[src/rtl/homo_env_decimator.sv]
// homo_env_decimator
// Output stage of the homomorphic envelogram chain. Each input sample has a
// programmable DC offset removed (with saturation). The result is then
// decimated by 2^LOG2_DECIM per time-interleaved channel, either by keeping
// the last sample of each window or by a boxcar average. AXI-Stream handshakes
// are used on both sides, behind a single output register.

module homo_env_decimator #(
  parameter int DATA_W     = 32,
  parameter int NCH        = 1,
  parameter int LOG2_DECIM = 3,
  parameter int CH_W       = $clog2(NCH) + 1
) (
  input  logic              aclk,
  input  logic              aresetn,
  input  logic              cfg_mode,
  input  logic [DATA_W-1:0] cfg_offset,
  input  logic [DATA_W-1:0] s_axis_data_tdata,
  input  logic              s_axis_data_tvalid,
  output logic              s_axis_data_tready,
  output logic [DATA_W-1:0] m_axis_data_tdata,
  output logic [CH_W-1:0]   m_axis_data_tuser,
  output logic              m_axis_data_tvalid,
  input  logic              m_axis_data_tready,
  output logic              overflow
);

  typedef enum logic {
    MODE_PICK = 1'b0,
    MODE_AVG  = 1'b1
  } mode_e;

  localparam int ACC_W = DATA_W + LOG2_DECIM;
  // Accumulator bank is sized to a power of two so the channel counter can
  // index it directly; entries at or above NCH are never addressed.
  localparam int IDX_W = (NCH > 1) ? $clog2(NCH) : 1;
  localparam int ACC_N = 1 << IDX_W;

  localparam logic [CH_W-1:0]       CH_LAST  = CH_W'(NCH - 1);
  localparam logic [LOG2_DECIM-1:0] PH_LAST  = '1;
  localparam logic [DATA_W-1:0]     SAT_MAX  = {1'b0, {(DATA_W-1){1'b1}}};
  localparam logic [DATA_W-1:0]     SAT_MIN  = {1'b1, {(DATA_W-1){1'b0}}};

  logic [CH_W-1:0]         ch_cnt;
  logic [LOG2_DECIM-1:0]   phase;
  mode_e                   mode_q;
  logic signed [ACC_W-1:0] acc [ACC_N];

  logic                    accept;
  logic                    emit;
  logic [IDX_W-1:0]        ch_idx;
  logic [DATA_W:0]         diff;
  logic                    sat_hi;
  logic                    sat_lo;
  logic [DATA_W-1:0]       y;
  logic signed [ACC_W-1:0] y_ext;

  // The single output register may be refilled in the same cycle it drains.
  assign s_axis_data_tready = aresetn & (~m_axis_data_tvalid | m_axis_data_tready);
  assign accept             = s_axis_data_tvalid & s_axis_data_tready;
  assign emit               = accept & (phase == PH_LAST);
  assign ch_idx             = ch_cnt[IDX_W-1:0];

  // One extra bit so that both directions of overflow can be detected.
  assign diff   = {s_axis_data_tdata[DATA_W-1], s_axis_data_tdata}
                - {cfg_offset[DATA_W-1], cfg_offset};
  assign sat_hi = (diff[DATA_W:DATA_W-1] == 2'b01);
  assign sat_lo = (diff[DATA_W:DATA_W-1] == 2'b10);

  // Clamp the offset-corrected sample to the DATA_W signed range.
  always_comb begin
    // NOTE: assign a default first so that no path through always_comb leaves y unassigned (which would infer a latch).
    y = diff[DATA_W-1:0];
    if (sat_hi) begin
      y = SAT_MAX;
    end else if (sat_lo) begin
      y = SAT_MIN;
    end
  end

  assign y_ext = {{LOG2_DECIM{y[DATA_W-1]}}, y};

  // Channel/phase counters, window mode latch and sticky overflow flag.
  always_ff @(posedge aclk or negedge aresetn) begin
    // NOTE: sequential state uses non-blocking assignments only, so every register samples pre-edge values.
    if (!aresetn) begin
      ch_cnt   <= '0;
      phase    <= '0;
      mode_q   <= MODE_PICK;
      overflow <= 1'b0;
    end else if (accept) begin
      if (phase == '0 && ch_cnt == '0) begin
        mode_q <= mode_e'(cfg_mode);
      end
      if (sat_hi || sat_lo) begin
        overflow <= 1'b1;
      end
      if (ch_cnt == CH_LAST) begin
        ch_cnt <= '0;
        phase  <= phase + 1'b1;
      end else begin
        ch_cnt <= ch_cnt + 1'b1;
      end
    end
  end

  // Per-channel window accumulators.
  always_ff @(posedge aclk or negedge aresetn) begin
    if (!aresetn) begin
      // NOTE: the accumulator bank is small and is cleared on reset so that a partial window never leaks out.
      for (int i = 0; i < ACC_N; i++) begin
        acc[i] <= '0;
      end
    end else if (accept) begin
      if (phase == '0) begin
        acc[ch_idx] <= y_ext;
      end else if (phase != PH_LAST) begin
        acc[ch_idx] <= acc[ch_idx] + y_ext;
      end
    end
  end

  // Output register: loaded on the last phase, held while stalled.
  always_ff @(posedge aclk or negedge aresetn) begin
    if (!aresetn) begin
      m_axis_data_tvalid <= 1'b0;
      m_axis_data_tdata  <= '0;
      m_axis_data_tuser  <= '0;
    end else if (emit) begin
      m_axis_data_tvalid <= 1'b1;
      m_axis_data_tuser  <= ch_cnt;
      if (mode_q == MODE_AVG) begin
        // Arithmetic shift floors; the mean of DECIM in-range samples fits DATA_W.
        m_axis_data_tdata <= DATA_W'((acc[ch_idx] + y_ext) >>> LOG2_DECIM);
      end else begin
        m_axis_data_tdata <= y;
      end
    end else if (m_axis_data_tready) begin
      m_axis_data_tvalid <= 1'b0;
    end
  end

endmodule

[config.mk]
export PLATFORM = sky130hd
export DESIGN_NAME = homo_env_decimator
export DESIGN_NICKNAME = d
export VERILOG_FILES = /design/src/rtl/homo_env_decimator.sv
export SDC_FILE = /design/constraint.sdc
export NUM_CORES = 1
export LEC_CHECK = 0
export CORE_MARGIN = 2
export CORE_UTILIZATION = 25
export CTS_CLUSTER_SIZE = 20
export DETAILED_ROUTE_END_ITERATION = 8
export DONT_BUFFER_PORTS = 1
export GPL_TIMING_DRIVEN = 0
export PLACE_DENSITY = 0.39
export SYNTH_ARGS = -nofsm -noshare
export SYNTH_HDL_FRONTEND = slang
export SYNTH_SLANG_ARGS = --single-unit
export TNS_END_PERCENT = 20
[constraint.sdc]
create_clock -name aclk -period 6.3 [get_ports aclk]
set_input_delay 1.26 -clock aclk [delete_from_list [all_inputs] [get_ports aclk]]
set_output_delay 1.26 -clock aclk [all_outputs]
set_load 0.03 [all_outputs]
==> results of run 1 <==
state kept, by name (all words and copies together) (netlist names):
name / count
acc: 35
m_axis_data_tdata: 32
m_axis_data_tvalid: 1
mode_q: 1
overflow: 1
phase: 3
kinds of logic after synthesis:
| family | Yosys count | share of synthesized area |
|---|---|---|
| compound gates | 348 | 0.293 |
| simple gates | 297 | 0.181 |
| buf+inv | 105 | 0.0625 |
| fa+ha+maj | 75 | 0.129 |
| flops | 73 | 0.248 |
| xor+xnor | 55 | 0.0654 |
| mux | 15 | 0.0207 |
| other cells | 1 | 0.000509 |
synth_stat cells, drive strengths merged, types with 3 or more instances:
| library cell | count | area share |
|---|---|---|
| or3 | 3 | 0.0032 |
| nor3 | 13 | 0.0088 |
| a21o | 41 | 0.042 |
| o21ai | 97 | 0.066 |
| nand3 | 22 | 0.015 |
| a211o | 4 | 0.0048 |
| o21a | 9 | 0.0092 |
| dfrtp | 73 | 0.25 |
| o21bai | 12 | 0.012 |
| and3 | 9 | 0.0076 |
| ha | 73 | 0.12 |
| o211ai | 4 | 0.0048 |
| a22oi | 4 | 0.0041 |
| inv | 56 | 0.029 |
| nor3b | 3 | 0.0031 |
| xor2 | 19 | 0.023 |
| a21oi | 109 | 0.075 |
| a31oi | 24 | 0.020 |
| buf | 13 | 0.013 |
| and2 | 7 | 0.0063 |
| a211oi | 12 | 0.014 |
| nor2b | 14 | 0.012 |
| a21boi | 4 | 0.0041 |
| nand2b | 7 | 0.0059 |
| nand2 | 112 | 0.057 |
| a221o | 5 | 0.0068 |
| nor2 | 90 | 0.047 |
| o31ai | 7 | 0.0078 |
| mux2i | 13 | 0.018 |
| clkbuf | 36 | 0.021 |
| a2111oi | 4 | 0.0058 |
| nand4 | 14 | 0.012 |
| xnor2 | 36 | 0.043 |
worst max-delay path by stage:
| stage | cells after the start | slack, ns | to | start |
|---|---|---|---|---|
| floorplan | 29 | 0.001 | m_axis_data_tdata[31] | cfg_offset[22] |
| CTS | 31 | -0.05 | acc[69] | cfg_offset[16] |
| finish | 30 | -0.06 | acc[69] | cfg_offset[2] |
| global route | 30 | -0.28 | m_axis_data_tdata[31] | cfg_offset[22] |
| global placement | 27 | -1.31 | m_axis_data_tdata[26] | s_axis_data_tdata[0] |
| detailed placement | 27 | -1.28 | m_axis_data_tdata[26] | s_axis_data_tdata[0] |
through the flow:
stage,instance area (um^2),instances
2_1_floorplan,7690,969
3_3_place_gp,8170,1353
3_5_place_dp,8170,1353
4_1_cts,8960,1395
5_1_grt,9190,1401
6_report,9190,1401
metal layers:
layer,global-route usage,vias up,share of wire
li1,-,3542,-
met1,0.258,3404,0.50
met2,0.276,180,0.44
met3,0.0268,19,0.050
met4,0.0413,0,0.013
met5,0,-,0
cell type report:
type | count | area [um^2]
Clock inverter | 4 | 27.5
Timing Repair Buffer | 35 | 273
Inverter | 56 | 221
Clock buffer | 12 | 256
Multi-Input combinational cell | 791 | 5740
Tap cell | 384 | 480
Buffer | 46 | 369
Sequential cell | 73 | 1830
Fill cell | 3157 | 19700
critical path: cells and delay by family:
kind / cells / cell delay, ns
simple gates: 2 / 0.24
compound gates: 18 / 3.36
xor+xnor: 1 / 0.16
buf+inv: 6 / 0.72
fa+ha+maj: 3 / 0.78
repair_timing:
action                                  4_1_cts  5_1_grt
resized for setup                            79       35
cloned                                        1        0
setup buffers                                27        7
endpoints found under the setup margin       41       34
pin swaps                                    37       13
power by group:
part           internal, W  total, W  switching [W]
Clock             0.000289  0.000514       0.000225
Combinational      0.00139   0.00335        0.00196
Sequential        0.000681   0.00103       0.000348
Total              0.00236   0.00489        0.00254
==> impl_metrics.ini, run 1 <==
[status]
status = finished with violations
violations = setup timing

[min_path]
whs_path_depth = 2
hold_end = acc[59]
hold_class = reg -> reg
hold_start = acc[59]

[global_routing]
grt_pass1_vias = 7239
grt_usage = 0.178
antenna_found_initial = 0
grt_pass1_wl_um = 42500
overflow = 0
grt_max_degree = 76

[floorplanning]
ios = 105
fp-row-count = 62
fp.dieH_um = 176
die-area_um2 = 30900
core_area_um2 = 28900
die_x_um = 176
start_util = 0.255

[sta]
finalHoldWorstSlack_ns = 0.498
finalSetupTns_ns = -0.0890
min_period_over_period = 1.01
finalSetupViolCount = 2
clock_skew_ns = 0.0109
fin_ws_ns = -0.0576
drv_slew = 0
worstMarginPinSlew_ns = 0.736
period_minus_slack_ns = 6.36
hold_viol_final = 0
slew_headroom = 0.509
fmax_ghz = 0.157
rsz0062_at_grt = yes

[synth]
synth_area_um2 = 7370
yosys_warnings = 0
ys.flop_type = dfrtp_1
synth_seq_area_share = 0.248
synth_nets = 1113
syn-instance-count = 969
postSynth.asyncResetShare = 1.00
ys_types = 64
synth_edf_count = 0
ys_ff_latch = 73
syn_avg_cell_area_um2 = 7.61

[drt]
drtIter0Drc = 438
postRouteAntennaNets = 0
drt_first_pass_iters = 5
wl_per_cell_um = 19.2
dr_total_vias = 7145
viasPerCell = 5.10
route.detailed.drc = 0
drt-total-wl_um = 27000

[finish]
areaGrowthSynthToFinish_pct = 24.7
final_layout_size_suffix_gt1_frac = 0.183
post-route-util = 0.319
mostFrequentLayoutCells = 107 x nand2_1, 89 x nor2_1, 85 x a21oi_1, 73 x dfrtp_1, 70 x o21ai_0
num_antenna_cells = 0
layout_commonest_cell = nand2_1
layout.nets = 1156

[job]
max_cap_viol_count = 0

[worst_setup_path]
worstSetupPathType = in -> reg
worst_ep_required_time_ns = 6.50
timing.rr.end = m_axis_data_tdata[31]
cp-end-kind = register
crit_arrival_ns = 6.55
critPathMaxStageDelay_ns = 0.34
cp_max_fo = 5
startpoint_type = primary input
rrSetupSlack_ns = 3.30
crit_slowest_cell = a211o_1
r2r_start = acc[42]
reg2reg_depth = 12

[clock_tree]
cts_sinks = 73
path_clk_slew_ns = 0.07
cts_buffers = 9
cts.htree.levels = 3
ctsLongestPathBuffers = 2
insertion_delay_ns = 0.35
cts_tree = yes
ctsHoldBuffers = 0
cts_root_buf = clkbuf_16

[power_and_ir_drop]
vdd_drop_max_uv = 144
p_total_w = 0.00489
leakage_nw = 3.92
powerDensity_nw_per_um2 = 532

[placed_design]
dp.final_hpwl_um = 20900
portBuffers = 0
dpl_worst_slack_ns = -1.28
place.gp.congestion = 0.850
Power figures use the tool's default switching activity.
==> run 2, diff against run 1 <==
--- a/config.mk
+++ b/config.mk
@@ -5,6 +5,7 @@
 export SDC_FILE = /design/constraint.sdc
 export NUM_CORES = 1
 export LEC_CHECK = 0
+export CORE_ASPECT_RATIO = 1.75
 export CORE_MARGIN = 2
 export CORE_UTILIZATION = 25
 export CTS_CLUSTER_SIZE = 20
==> run 2 against run 1 <==
The flow still finishes with violations (setup timing); largest power group unchanged; sequential share of layout area down 0.37 points; worst hold slack worse by 0.0053 ns; utilization up 0.24 points; highest routed layer unchanged.
==> impl_metrics.ini, run 2 (same netlist as run 1, synthesis figures left out) <==
[global_routing]
antenna_found_initial = 0
grt_usage = 0.183
grt_pass1_wl_um = 43000
overflow = 0
grt_pass1_vias = 7369
grt_max_degree = 76

[power_and_ir_drop]
clockPowerShare = 0.107
internal-power_w = 0.00247
leakage_nw = 3.98
p_total_w = 0.00511
share_comb_of_total_power = 0.693
powerDensity_nw_per_um2 = 546
sw_frac_of_total = 0.516
switching_power_w = 0.00264
power_frac_seq = 0.200
vdd_drop_max_uv = 176

[finish]
areaGrowthSynthToFinish_pct = 27.1
top_register = acc
num_antenna_cells = 0
reg.largest.list = acc x35, m_axis_data_tdata x32, phase x3
largest_reg_flops = 35
final_layout_size_suffix_gt1_frac = 0.193
layout.nets = 1152
layout_commonest_cell = nand2_1
mostFrequentLayoutCells = 108 x nand2_1, 89 x nor2_1, 86 x a21oi_1, 73 x dfrtp_1, 63 x o21ai_0

[clock_tree]
insertion_delay_ns = 0.36
cts_root_buf = clkbuf_16
ctsHoldBuffers = 0
cts.htree.levels = 3
cts_buffers = 9
path_clk_slew_ns = 0.07
cts_sinks = 73
cts_tree = yes
ctsLongestPathBuffers = 2

[min_path]
hold_class = reg -> reg
hold_start = acc[35]

[sta]
min_period_over_period = 1.02
fin_ws_ns = -0.127
drv_slew = 0
finalHoldWorstSlack_ns = 0.493
worstMarginPinSlew_ns = 0.863
clock_skew_ns = 0.0116
period_minus_slack_ns = 6.43
finalSetupTns_ns = -0.458
slew_headroom = 0.425
rsz0062_at_grt = yes
finalSetupViolCount = 7
fmax_ghz = 0.156
hold_viol_final = 0

[drt]
wl_per_cell_um = 20.3
drt-total-wl_um = 28400
postRouteAntennaNets = 0
dr_total_vias = 7214
drt_first_pass_iters = 7
viasPerCell = 5.17
drtIter0Drc = 347
route.detailed.drc = 0

[floorplanning]
fp.dieH_um = 231
die-area_um2 = 30900
core_area_um2 = 29200
start_util = 0.253
die_x_um = 134
ios = 105
fp-row-count = 83

[worst_setup_path]
cp-startpoint = cfg_offset[6]
worst_ep_required_time_ns = 6.58
cp-end-kind = register
crit_arrival_ns = 6.71
startpoint_type = primary input
critPathMaxStageDelay_ns = 0.39
cp_max_fo = 8
crit_slowest_cell = o41a_4
worstSetupPathType = in -> reg
r2r_start = acc[35]
crit_top_cell = a21o_1

[status]
status = finished with violations
violations = setup timing

[placed_design]
place.gp.congestion = 0.887
portBuffers = 0
dp.final_hpwl_um = 22800
dpl_worst_slack_ns = -1.94

[job]
max_cap_viol_count = 0
==> run 2: cell count changes in the layout (fill, tap and decap cells not counted), moves of 4 or more <==
cell	change
clkbuf_8	-5
xnor2_2	+7
xnor2_1	-7
buf_4	-4
o21ai_0	-7
o21ai_1	+5
ha_2	-4
==> run 2: area by class of cell <==
class / count / area (um^2)
fill: 3129 / 19800
multi-input combinational: 791 / 5890
sequential: 73 / 1830
tap: 382 / 478
buffer: 44 / 365
timing repair buffer: 33 / 272
clock buffer: 11 / 243
inverter: 56 / 231
clock inverter: 5 / 55.1
==> run 2: per-stage QoR <==
stage	instance area (um^2)	std cells	util
after floorplan	7690	969	-
after CTS	8920	1385	0.306
after detailed placement	8170	1351	0.280
after global routing	9370	1395	0.321
final	9370	1395	0.321
after global placement	8170	1351	0.280
==> run 2: what timing repair did <==
item                       4_1_cts  5_1_grt
resized for setup               71       82
pin swaps                       32       35
setup endpoints to repair       58       42
setup buffers                   20       13
cloned                           0        0
==> run 2: power by group through the flow <==
stage / sequential (W) / combinational (W) / clock, W
2_1_floorplan: 0.000975 / 0.00226 / 0
3_3_place_gp: 0.00102 / 0.00305 / 0
3_5_place_dp: 0.00103 / 0.00303 / 0
4_1_cts: 0.00103 / 0.00323 / 0.000559
5_1_grt: 0.00106 / 0.00386 / 0.000577
6_report: 0.00102 / 0.00354 / 0.000547
==> run 2: worst paths after layout <==
kind / endpoint / slack [ns] / cells after the start
worst max-delay path: acc[69] / -0.13 / 30
worst min-delay path: acc[35] / 0.49 / 2
worst max register to register: acc[69] / 3.25 / 13
worst min register to register: acc[35] / 0.49 / 2
max in group asynchronous: m_axis_data_tvalid / 5.54 / 0
min in group asynchronous: m_axis_data_tdata[11] / 0.60 / 0
==> run 2: critical path: cells and delay by family <==
kind	cells	cell delay (ns)
buffers and inverters	6	0.69
AOI/OAI and AO/OA	18	3.47
xor gates and xnor gates	1	0.19
and+or+nand+nor	2	0.22
adders and majority gates	3	0.83
==> run 2: routing by layer <==
| metal | vias to the layer above | wire, um | share of wire | global-route usage |
|---|---|---|---|---|
| met4 | 0 | 895 | 0.032 | 0.0648 |
| met2 | 156 | 15500 | 0.54 | 0.360 |
| met1 | 3496 | 11200 | 0.40 | 0.199 |
| met3 | 39 | 808 | 0.028 | 0.0192 |
| li1 | 3523 | - | - | - |
| met5 | - | 0 | 0 | 0 |
==> run 3, diff against run 2 <==
--- a/config.mk
+++ b/config.mk
@@ -8,6 +8,7 @@
 export CORE_ASPECT_RATIO = 1.75
 export CORE_MARGIN = 2
 export CORE_UTILIZATION = 25
+export CTS_BUF_LIST = sky130_fd_sc_hd__clkbuf_4 sky130_fd_sc_hd__clkbuf_8 sky130_fd_sc_hd__clkbuf_16
 export CTS_CLUSTER_SIZE = 20
 export DETAILED_ROUTE_END_ITERATION = 8
 export DONT_BUFFER_PORTS = 1
==> run 3 against run 2 <==
The flow still finishes with violations (setup timing); critical endpoint unchanged; utilization about the same; critical path type unchanged; combinational power about the same; cell count unchanged.
==> impl_metrics.ini, run 3 (same netlist as run 1, synthesis figures left out) <==
[status]
status = finished with violations
violations = setup timing

[drt]
dr_total_vias = 7215
viasPerCell = 5.17
drtIter0Drc = 350
drt_first_pass_iters = 6
drt-total-wl_um = 28400
route.detailed.drc = 0
postRouteAntennaNets = 0
wl_per_cell_um = 20.4

[min_path]
hold_class = reg -> reg
hold_end = acc[35]
whs_path_depth = 2
hold_start = acc[35]

[sta]
min_period_over_period = 1.02
clock_skew_ns = 0.00875
rsz0062_at_grt = yes
finalSetupViolCount = 7
drv_slew = 0
worstMarginPinSlew_ns = 0.869
fmax_ghz = 0.155
finalHoldWorstSlack_ns = 0.493
period_minus_slack_ns = 6.44
slew_headroom = 0.420
hold_viol_final = 0
fin_ws_ns = -0.138

[clock_tree]
cts_root_buf = clkbuf_16
cts.htree.levels = 3
path_clk_slew_ns = 0.07
cts_tree = yes
insertion_delay_ns = 0.36
cts_buffers = 9
cts_sinks = 73
ctsHoldBuffers = 0
ctsLongestPathBuffers = 2

[worst_setup_path]
startpoint_type = primary input
crit_top_cell = a21o_1
rrSetupSlack_ns = 3.24
timing.rr.end = acc[69]
worst_ep_required_time_ns = 6.58
reg2reg_depth = 13
critPathMaxStageDelay_ns = 0.39
crit_arrival_ns = 6.72
crit_family = compound AO/OA/AOI/OAI gates
r2r_start = acc[35]
cp_max_fo = 8
cp-end-kind = register
worstSetupPathType = in -> reg
crit_slowest_cell = o41a_4
path_buf_inv = 6

[placed_design]
dp.final_hpwl_um = 22800
place.gp.congestion = 0.887
dpl_cell_area_um2 = 8170
place_inst = 1351
dpl_worst_slack_ns = -1.94
portBuffers = 0

[finish]
largest_reg_flops = 35
top_register = acc
areaGrowthSynthToFinish_pct = 27.1
reg.largest.list = acc x35, m_axis_data_tdata x32, phase x3
layout_commonest_cell = nand2_1
stdcell_count = 1395
final_cell_area_um2 = 9370
layout.nets = 1152
final_layout_size_suffix_gt1_frac = 0.194
num_antenna_cells = 0
mostFrequentLayoutCells = 108 x nand2_1, 89 x nor2_1, 86 x a21oi_1, 73 x dfrtp_1, 63 x o21ai_0

[power_and_ir_drop]
leakage_nw = 3.98
internal-power_w = 0.00248
share_comb_of_total_power = 0.692
power_frac_seq = 0.200
p_total_w = 0.00511
vdd_drop_max_uv = 176
powerDensity_nw_per_um2 = 546
clockPowerShare = 0.107
switching_power_w = 0.00264
sw_frac_of_total = 0.516

[global_routing]
grt_pass1_wl_um = 43000
grt_max_degree = 76
grt_usage = 0.183
antenna_found_initial = 0
grt_pass1_vias = 7369
overflow = 0

[floorplanning]
die-area_um2 = 30900
fp.dieH_um = 231
ios = 105
start_util = 0.253
die_x_um = 134
fp-row-count = 83
core_area_um2 = 29200

[job]
max_cap_viol_count = 0
## run 3: cell types whose count changed in the layout (fill, tap and decap cells not counted)
cell | previous run | this run
clkbuf_1 | 18 | 17
clkbuf_4 | 2 | 3
## run 3: worst max-delay path by stage
stage	start	end	slack, ns	depth (start not counted)
after floorplan	cfg_offset[22]	m_axis_data_tdata[31]	0.001	29
after global placement	s_axis_data_tdata[0]	m_axis_data_tdata[30]	-1.96	27
after detailed placement	s_axis_data_tdata[0]	m_axis_data_tdata[30]	-1.94	27
after CTS	cfg_offset[6]	m_axis_data_tdata[31]	-0.18	29
after global routing	cfg_offset[20]	m_axis_data_tdata[31]	-0.39	29
final	cfg_offset[6]	acc[69]	-0.14	30
## run 3: per-layer routing
| metal | GRT usage | routed length (um) |
|---|---|---|
| met4 | 0.0648 | 900 |
| met5 | 0 | 0 |
| met3 | 0.0192 | 781 |
| met1 | 0.199 | 11200 |
| met2 | 0.360 | 15500 |
## run 3: timing repair
action                     4_1_cts  5_1_grt
resized for setup               71       82
setup buffers                   20       13
pin swaps                       32       35
setup endpoints to repair       58       42
## run 3: final cells by class
cell class | instances | area, um^2
fill | 3132 | 19800
inverter | 56 | 231
clock buffer | 11 | 246
tap | 382 | 478
clock inverter | 5 | 55.1
sequential | 73 | 1830
timing repair buffer | 33 | 272
buffer | 44 | 365
multi-input combinational | 791 | 5890
## run 3: metrics by stage
step | utilization | TNS, ns
finish | 0.321 | -0.485
detailed placement | 0.280 | -65.91
global placement | 0.280 | -65.27
CTS | 0.306 | -1.28
global route | 0.321 | -4.77
floorplan | - | 0
## run 3: tightest hold or removal path, cell delays in order, from the launching register on
cell and delay [ns]:
dfrtp_1 0.35, nand2_1 0.05, o21ai_0 0.06
## run 3: power groups by stage
stage / combinational (W) / clock, W / sequential, W
final: 0.00354 / 0.000549 / 0.00102
after global routing: 0.00386 / 0.000582 / 0.00106
after CTS: 0.00323 / 0.000563 / 0.00103
after detailed placement: 0.00303 / 0 / 0.00103
after global placement: 0.00305 / 0 / 0.00102
after floorplan: 0.00226 / 0 / 0.000975
